==> config.mk <==
export PLATFORM = sky130hd
export DESIGN_NAME = keypad_matrix_scanner_flat
export DESIGN_NICKNAME = d
export VERILOG_FILES = /design/src/rtl/keypad_matrix_scanner_pkg.sv /design/src/rtl/keypad_matrix_scanner_if.sv /design/src/rtl/keypad_matrix_scanner_row_synchronizer.sv /design/src/rtl/keypad_matrix_scanner.sv /design/src/flat_wrapper.sv
export SDC_FILE = /design/constraint.sdc
export NUM_CORES = 1
export LEC_CHECK = 0
export BUFFER_PORTS_ARGS = -buffer_cell sky130_fd_sc_hd__buf_2
export CORE_MARGIN = 2
export CORE_UTILIZATION = 50
export CTS_BUF_LIST = sky130_fd_sc_hd__clkbuf_2 sky130_fd_sc_hd__clkbuf_4 sky130_fd_sc_hd__clkbuf_8
export CTS_CLUSTER_DIAMETER = 60
export CTS_CLUSTER_SIZE = 20
export DETAILED_ROUTE_END_ITERATION = 16
export PLACE_DENSITY = 0.79
export SYNTH_ARGS = -nofsm -noshare
export SYNTH_HDL_FRONTEND = slang
export SYNTH_SLANG_ARGS = --single-unit
export TNS_END_PERCENT = 50
==> constraint.sdc <==
create_clock -name i_Clk -period 4.25 [get_ports i_Clk]
set_input_delay 1.0625 -clock i_Clk [delete_from_list [all_inputs] [get_ports i_Clk]]
set_output_delay 1.0625 -clock i_Clk [all_outputs]
set_load 0.02 [all_outputs]
==> src/rtl/keypad_matrix_scanner_pkg.sv <==
// keypad_matrix_scanner_pkg
// Shared types and helpers for the keypad matrix scanner.
//   scan_state_t : scan FSM encoding (SCAN, EVAL)
//   code_width() : width of a key code for a given number of keys
//   key_none()   : NONE sentinel for the CODE_W+1 bit internal key state.
//                  The sentinel is the only value with the top bit set, so it
//                  can never collide with a real key code.
package keypad_matrix_scanner_pkg;

  typedef enum logic {
    ST_SCAN = 1'b0,
    ST_EVAL = 1'b1
  } scan_state_t;

  function automatic int code_width(input int n_keys);
    return (n_keys > 1) ? $clog2(n_keys) : 1;
  endfunction

  function automatic logic [31:0] key_none(input int code_w);
    return 32'd1 << code_w;
  endfunction

endpackage

==> src/rtl/keypad_matrix_scanner_if.sv <==
// keypad_matrix_scanner_if
// Key-event channel from the scanner to the time-setting controller.
//   o_Key_Code  : key code = row*COL_NUM + col
//   o_Key_Valid : code holds an unconsumed press event
//   i_Key_Ready : consumer accepts the event
//   o_Key_Held  : debounced state is a key
//   o_Overrun   : one-cycle pulse when an event was dropped
//   dbg_state   : scan FSM state, for observation only
// Handshake: an event transfers on every rising clock edge where o_Key_Valid
// and i_Key_Ready are both high. While o_Key_Valid is high and no transfer has
// happened, o_Key_Code does not change. o_Key_Valid does not depend on
// i_Key_Ready.
interface keypad_matrix_scanner_if #(
  parameter int CODE_W = 4
);
  import keypad_matrix_scanner_pkg::*;

  logic [CODE_W-1:0] o_Key_Code;
  logic              o_Key_Valid;
  logic              i_Key_Ready;
  logic              o_Key_Held;
  logic              o_Overrun;
  scan_state_t       dbg_state;

  modport master (
    output o_Key_Code, o_Key_Valid, o_Key_Held, o_Overrun, dbg_state,
    input  i_Key_Ready
  );

  modport slave (
    input  o_Key_Code, o_Key_Valid, o_Key_Held, o_Overrun, dbg_state,
    output i_Key_Ready
  );

endinterface

==> src/rtl/keypad_matrix_scanner_row_synchronizer.sv <==
// keypad_matrix_scanner_row_synchronizer
// Two-flop synchronizer for a bus of independent asynchronous button lines.
// Resets to all ones, which is the idle level of pulled-up active-low inputs.
//   clk : clock
//   rst : synchronous active-high reset
//   d   : asynchronous inputs
//   q   : synchronized outputs
module keypad_matrix_scanner_row_synchronizer #(
  parameter int WIDTH = 4
) (
  input  logic             clk,
  input  logic             rst,
  input  logic [WIDTH-1:0] d,
  output logic [WIDTH-1:0] q
);

  logic [WIDTH-1:0] meta;

  always_ff @(posedge clk) begin
    if (rst) begin
      meta <= '1;
      q    <= '1;
    end else begin
      meta <= d;
      q    <= meta;
    end
  end

endmodule

==> src/rtl/keypad_matrix_scanner.sv <==
// keypad_matrix_scanner
// Scans a ROW_NUM x COL_NUM key matrix one column at a time, rejects ghosting
// (two or more keys down in a scan reads as no key), debounces across whole
// scans and presents each new debounced press as one event on a valid/ready
// channel backed by a one-entry holding register.
//   i_Clk   : clock
//   i_Reset : synchronous active-high reset
//   i_Rows  : asynchronous active-low row lines
//   o_Cols  : active-low column drive, exactly one bit low
//   key     : event channel (code, valid, ready, held, overrun, FSM state)
module keypad_matrix_scanner
  import keypad_matrix_scanner_pkg::*;
#(
  parameter int ROW_NUM        = 4,
  parameter int COL_NUM        = 4,
  parameter int SETTLE_CYCLES  = 16,
  parameter int DEBOUNCE_SCANS = 4
) (
  input  logic                   i_Clk,
  input  logic                   i_Reset,
  input  logic [ROW_NUM-1:0]     i_Rows,
  output logic [COL_NUM-1:0]     o_Cols,
  keypad_matrix_scanner_if.master key
);

  localparam int CODE_W = code_width(ROW_NUM * COL_NUM);
  localparam int KEY_W  = CODE_W + 1;
  localparam int COL_W  = $clog2(COL_NUM);
  localparam int SET_W  = $clog2(SETTLE_CYCLES);
  localparam int CNT_W  = $clog2(DEBOUNCE_SCANS + 1);

  localparam logic [KEY_W-1:0] KEY_NONE = KEY_W'(key_none(CODE_W));
  localparam logic [COL_W-1:0] COL_LAST = COL_W'(COL_NUM - 1);
  localparam logic [SET_W-1:0] SET_LAST = SET_W'(SETTLE_CYCLES - 1);
  localparam logic [CNT_W-1:0] CNT_MAX  = CNT_W'(DEBOUNCE_SCANS);

  logic [ROW_NUM-1:0]              rows_s;
  scan_state_t                     state;
  logic [COL_W-1:0]                col;
  logic [SET_W-1:0]                settle;
  logic [ROW_NUM-1:0][COL_NUM-1:0] image;
  logic [KEY_W-1:0]                prev_cand;
  logic [CNT_W-1:0]                stable_cnt;
  logic [KEY_W-1:0]                accepted;
  logic [CODE_W-1:0]               code_q;
  logic                            valid_q;
  logic                            overrun_q;

  logic [KEY_W-1:0]                cand;
  logic                            seen;
  logic                            multi;
  logic [CNT_W-1:0]                next_cnt;
  logic                            accept_now;
  logic                            press_evt;

  keypad_matrix_scanner_row_synchronizer #(
    .WIDTH (ROW_NUM)
  ) u_row_sync (
    .clk (i_Clk),
    .rst (i_Reset),
    .d   (i_Rows),
    .q   (rows_s)
  );

  assign o_Cols = ~(COL_NUM'(1) << col);

  // Candidate for the completed scan: the single low bit's code, else NONE.
  always_comb begin
    cand  = KEY_NONE;
    seen  = 1'b0;
    multi = 1'b0;
    for (int r = 0; r < ROW_NUM; r++) begin
      for (int k = 0; k < COL_NUM; k++) begin
        if (!image[r][k]) begin
          if (seen) multi = 1'b1;
          seen = 1'b1;
          cand = KEY_W'(r * COL_NUM + k);
        end
      end
    end
    if (multi) cand = KEY_NONE;
  end

  always_comb begin
    if (cand == prev_cand) begin
      next_cnt = (stable_cnt == CNT_MAX) ? CNT_MAX : stable_cnt + CNT_W'(1);
    end else begin
      next_cnt = CNT_W'(1);
    end
    accept_now = (state == ST_EVAL) && (next_cnt == CNT_MAX) && (cand != accepted);
    // Entering a key state (from NONE or another key) is a press; entering
    // NONE is a release and produces no event.
    press_evt  = accept_now && (cand != KEY_NONE);
  end

  // Scan counters, FSM, debouncer and output register. EVAL runs alongside
  // the first settle cycle of the next scan, so scanning never pauses.
  always_ff @(posedge i_Clk) begin
    if (i_Reset) begin
      state      <= ST_SCAN;
      col        <= '0;
      settle     <= '0;
      image      <= '0;
      prev_cand  <= KEY_NONE;
      stable_cnt <= '0;
      accepted   <= KEY_NONE;
      code_q     <= '0;
      valid_q    <= 1'b0;
      overrun_q  <= 1'b0;
    end else begin
      overrun_q <= 1'b0;

      if (settle == SET_LAST) begin
        settle <= '0;
        for (int r = 0; r < ROW_NUM; r++) begin
          image[r][col] <= rows_s[r];
        end
        col <= (col == COL_LAST) ? '0 : col + COL_W'(1);
      end else begin
        settle <= settle + SET_W'(1);
      end

      case (state)
        ST_SCAN: begin
          if ((settle == SET_LAST) && (col == COL_LAST)) state <= ST_EVAL;
        end
        ST_EVAL: begin
          state      <= ST_SCAN;
          prev_cand  <= cand;
          stable_cnt <= next_cnt;
          if (accept_now) accepted <= cand;
        end
        default: state <= ST_SCAN;
      endcase

      if (press_evt) begin
        if (!valid_q || key.i_Key_Ready) begin
          code_q  <= cand[CODE_W-1:0];
          valid_q <= 1'b1;
        end else begin
          overrun_q <= 1'b1;
        end
      end else if (valid_q && key.i_Key_Ready) begin
        valid_q <= 1'b0;
      end
    end
  end

  assign key.o_Key_Code  = code_q;
  assign key.o_Key_Valid = valid_q;
  assign key.o_Key_Held  = (accepted != KEY_NONE);
  assign key.o_Overrun   = overrun_q;
  assign key.dbg_state   = state;

endmodule

==> src/flat_wrapper.sv <==
// flat-port wrapper written by rule: the top's interface ports become plain ports
module keypad_matrix_scanner_flat import keypad_matrix_scanner_pkg::*;
#(
  parameter int ROW_NUM        = 4,
  parameter int COL_NUM        = 4,
  parameter int SETTLE_CYCLES  = 16,
  parameter int DEBOUNCE_SCANS = 4
)
  (i_Clk, i_Reset, i_Rows, o_Cols, key_o_Key_Code, key_o_Key_Valid, key_o_Key_Held, key_o_Overrun, key_dbg_state, key_i_Key_Ready);
  keypad_matrix_scanner_if #(.CODE_W((code_width(ROW_NUM * COL_NUM)))) key_i ();
  input  logic i_Clk;
  input  logic i_Reset;
  input  logic [ROW_NUM-1:0] i_Rows;
  output logic [COL_NUM-1:0] o_Cols;
  output wire logic [$bits(key_i.o_Key_Code)-1:0] key_o_Key_Code;
  output wire logic [$bits(key_i.o_Key_Valid)-1:0] key_o_Key_Valid;
  output wire logic [$bits(key_i.o_Key_Held)-1:0] key_o_Key_Held;
  output wire logic [$bits(key_i.o_Overrun)-1:0] key_o_Overrun;
  output wire logic [$bits(key_i.dbg_state)-1:0] key_dbg_state;
  input wire logic [$bits(key_i.i_Key_Ready)-1:0] key_i_Key_Ready;
  assign key_o_Key_Code = key_i.o_Key_Code;
  assign key_o_Key_Valid = key_i.o_Key_Valid;
  assign key_o_Key_Held = key_i.o_Key_Held;
  assign key_o_Overrun = key_i.o_Overrun;
  assign key_dbg_state = key_i.dbg_state;
  assign key_i.i_Key_Ready = key_i_Key_Ready;
  keypad_matrix_scanner #(.ROW_NUM(ROW_NUM), .COL_NUM(COL_NUM), .SETTLE_CYCLES(SETTLE_CYCLES), .DEBOUNCE_SCANS(DEBOUNCE_SCANS)) u_core (.i_Clk(i_Clk), .i_Reset(i_Reset), .i_Rows(i_Rows), .o_Cols(o_Cols), .key(key_i));
endmodule
==> impl_metrics.py <==
metrics = {
    "power_and_ir_drop": {
        "power.density_nw_per_um2": 293,
        "power.total_mw": 0.843,
        "peakVddDrop_mv": 0.271,
        "power.leakage_nw": 1.00,
    },
    "yosys": {
        "synth_ff_type": "dfxtp_1",
        "synthMuxAreaShare_pct": 4.39,
        "ys.warnings.count": 0,
        "synthSimpleGateAreaFrac_pct": 28.1,
        "avgSynthCellArea_um2": 8.35,
        "synth_xor_area_share_pct": 1.96,
        "syn_inst": 321,
        "ys_ff_latch": 50,
        "synth_edf_count": 0,
        "ys_seq_area_share_pct": 37.3,
        "synth_top_family_by_area": "simple AND/OR/NAND/NOR gates",
        "syn-num-nets": 335,
        "ys_async_sr_fraction_pct": 0,
        "synthAdderAreaFrac_pct": 3.64,
        "synth_compound_area_share_pct": 18.8,
        "synthesis.area_um2": 2680,
        "yosysUniqueCellTypes": 61,
    },
    "route": {
        "vias": 2262,
        "wl_per_cell_um": 13.5,
        "viasPerCell": 5.70,
        "firstDrtPassIters": 5,
        "postRouteAntennaNets": 0,
        "drc": 0,
        "wl_mm": 5.36,
        "drtIter0Drc": 262,
    },
    "clocking": {
        "clockBufferDepth": 2,
        "ctsResizeCount": 0,
        "postCtsSetupBuffers": 0,
        "cts_made_buffers": 5,
        "clock-sinks": 50,
        "htree_levels": 2,
        "cts-root-buf": "clkbuf_8",
        "cts_tree": "yes",
        "clkTransAtPathRegs_ns": 0.10,
        "clk_latency_ns": 0.31,
        "hold_buffers": 0,
    },
    "global_routing": {
        "grt_pass1_vias": 1965,
        "grt_pass1_wl_mm": 9.09,
        "grt_max_degree": 55,
        "track_usage_pct": 18.8,
        "grt_antenna_before_repair": 0,
        "overflow": 0,
    },
    "setup_path": {
        "crit_fanout": 9,
        "worstPathRequired_ns": 4.46,
        "crit_chain": "nand4_1, o41a_1, or4_4, nor3_1, nand2b_1, o41a_1, o211ai_4, mux2_2",
        "worst_setup_path_end_kind": "flop",
        "crit_type": "flop to flop",
        "crit_top_cell": "o41a_1",
        "slowest_stage": "or4_4",
        "critPathArrivalTime_ns": 3.62,
        "start_kind": "flop",
        "max_stage_delay_ns": 0.50,
    },
    "timing": {
        "fin_crit_sh_pct": 80.2,
        "holdWs_ns": 0.418,
        "slew_headroom_pct": 42.3,
        "maxSlewViolCount": 0,
        "tns_ns": 0,
        "layout_min_cycle_time_ns": 3.41,
        "hold_viol": 0,
        "max_freq_ghz": 0.293,
        "tightestPinTransition_ns": 0.866,
        "fin_skew_ns": 0.00836,
        "rsz0062_at_grt": "no",
        "setup-violations-final": 0,
    },
    "placement": {
        "hpwl_mm": 3.89,
        "gp_congestion": 0.887,
        "port_buffers": 18,
    },
    "cells_and_area": {
        "multi_input_area_um2": 1520,
        "nNetsFinal": 340,
        "antenna_cells": 0,
        "regArea_um2": 1000,
        "drive_gt1_share_pct": 15.0,
        "n_fill_cell": 498,
        "utilization_pct": 56.0,
        "syn_to_final_growth_pct": 7.42,
    },
    "floorplanning": {
        "die_y_um": 77.2,
        "rows": 26,
        "core_um2": 5140,
        "dieWidth_um": 77.2,
        "die_area_um2": 5960,
        "ios": 19,
        "start_util_pct": 52.1,
    },
    "outcome": {
        "outcome": "finished clean",
    },
    "run": {
        "max_cap_viol_count": 0,
    },
    "worst_hold_path": {
        "hold_path_class": "flop to flop",
    },
}
final timing paths:
kind | start | depth (start not counted) | endpoint | slack (ns)
hold / removal | u_core.u_row_sync.meta[1] | 1 | u_core.u_row_sync.q[1] | 0.42
setup reg to reg | u_core.image[4] | 8 | u_core.accepted[2] | 0.84
setup / recovery | u_core.image[4] | 8 | u_core.accepted[2] | 0.84
hold reg to reg | u_core.u_row_sync.meta[1] | 1 | u_core.u_row_sync.q[1] | 0.42
Yosys cell counts (2+ instances only):
| master | instances | share of area, % |
|---|---|---|
| a31o_2 | 2 | 0.65 |
| nand4_1 | 7 | 1.6 |
| nand3b_1 | 3 | 0.84 |
| o41a_1 | 2 | 0.84 |
| mux2_2 | 2 | 0.84 |
| and3_1 | 5 | 1.2 |
| o21ai_0 | 13 | 2.4 |
| xnor2_1 | 6 | 2.0 |
| mux2i_1 | 5 | 1.9 |
| o211ai_1 | 2 | 0.56 |
| or2_2 | 9 | 2.1 |
| o31ai_1 | 3 | 0.84 |
| nor2b_1 | 8 | 1.9 |
| nand2b_1 | 4 | 0.93 |
| clkbuf_2 | 2 | 0.37 |
| and4_1 | 3 | 0.98 |
| nor2_1 | 22 | 3.1 |
| nor3_1 | 9 | 1.7 |
| buf_2 | 5 | 0.93 |
| a31oi_1 | 3 | 0.70 |
| mux2_4 | 3 | 1.7 |
| dfxtp_1 | 50 | 37 |
| nand2_1 | 32 | 4.5 |
| a41oi_1 | 2 | 0.65 |
| a21oi_1 | 25 | 4.7 |
| clkbuf_1 | 11 | 1.5 |
| nor3b_1 | 4 | 1.1 |
| ha_1 | 7 | 3.3 |
| a221oi_1 | 2 | 0.65 |
| nand3_1 | 24 | 4.5 |
| inv_1 | 16 | 2.2 |
final cells by class:
type,count,share of cell area [%]
multi-input cells,235,52.9
flip-flops and latches,50,34.8
repair buffers,18,3.13
well taps,70,3.04
clock buffers,5,2.39
inverters,16,2.09
clock inverters,3,1.65
critical path: cells and delay by family (launching register included):
family	cells	cell delay, ns
mux	1	0.38
flops	1	0.49
simple gates	4	1.31
compound gates	3	1.14
cell usage in the layout, fill, tap and decap left out, types with 3 or more instances in the layout:
cell type   n
ha_1        7
buf_2      18
a21oi_1    25
and3_1      5
nand3_1    24
nor2_1     22
dfxtp_1    50
and4_1      3
or2_2       9
nor3_1      9
o31ai_1     3
inv_1      16
nand4_1     7
mux2_4      3
nand2_1    32
xnor2_1     6
nor3b_1     4
nand2b_1    4
o21ai_0    13
nand3b_1    3
mux2i_1     5
clkbuf_8    5
a31oi_1     3
nor2b_1     8
per-layer routing:
layer	track usage (%)	vias up	wire, µm
met4	6.07	0	82
li1	-	1168	-
met5	0	-	0
met3	4.59	9	178
met1	25.1	1049	2630
met2	29.8	36	2470
kinds of logic (layout without fill, tap and decap cells):
family / after synthesis / count (layout)
AND/OR/NAND/NOR: 140 / 140
AO/OA/AOI/OAI: 71 / 71
flip-flops: 50 / 50
buffers and inverters: 36 / 42
multiplexers: 10 / 10
adder cells (fa/ha/maj): 8 / 8
XOR/XNOR: 6 / 6
where the power goes:
| group | switching [mW] | internal, mW |
|---|---|---|
| logic | 0.00979 | 0.00756 |
| clock network | 0.168 | 0.180 |
| registers | 0.00392 | 0.474 |
| total | 0.182 | 0.661 |
through the flow:
stage               setup WS (ns)  cells  cell area, µm²
floorplan                    1.28    321            2680
global placement             1.01    389            2760
detailed placement          0.877    389            2760
CTS                         0.851    397            2880
global route                0.671    397            2880
finish                      0.841    397            2880
sequential cells by signal, indices dropped and copies added (netlist names):
name,flops
u_core.image,16
u_core.accepted,5
u_core.prev_cand,5
u_core.key.o_Key_Code,4
u_core.settle,4
u_core.u_row_sync.meta,4
u_core.u_row_sync.q,4
u_core.stable_cnt,3
u_core.col,2
u_core.key.dbg_state,1
u_core.key.o_Key_Valid,1
u_core.key.o_Overrun,1
Note: power is estimated with default switching activity, not from simulation.
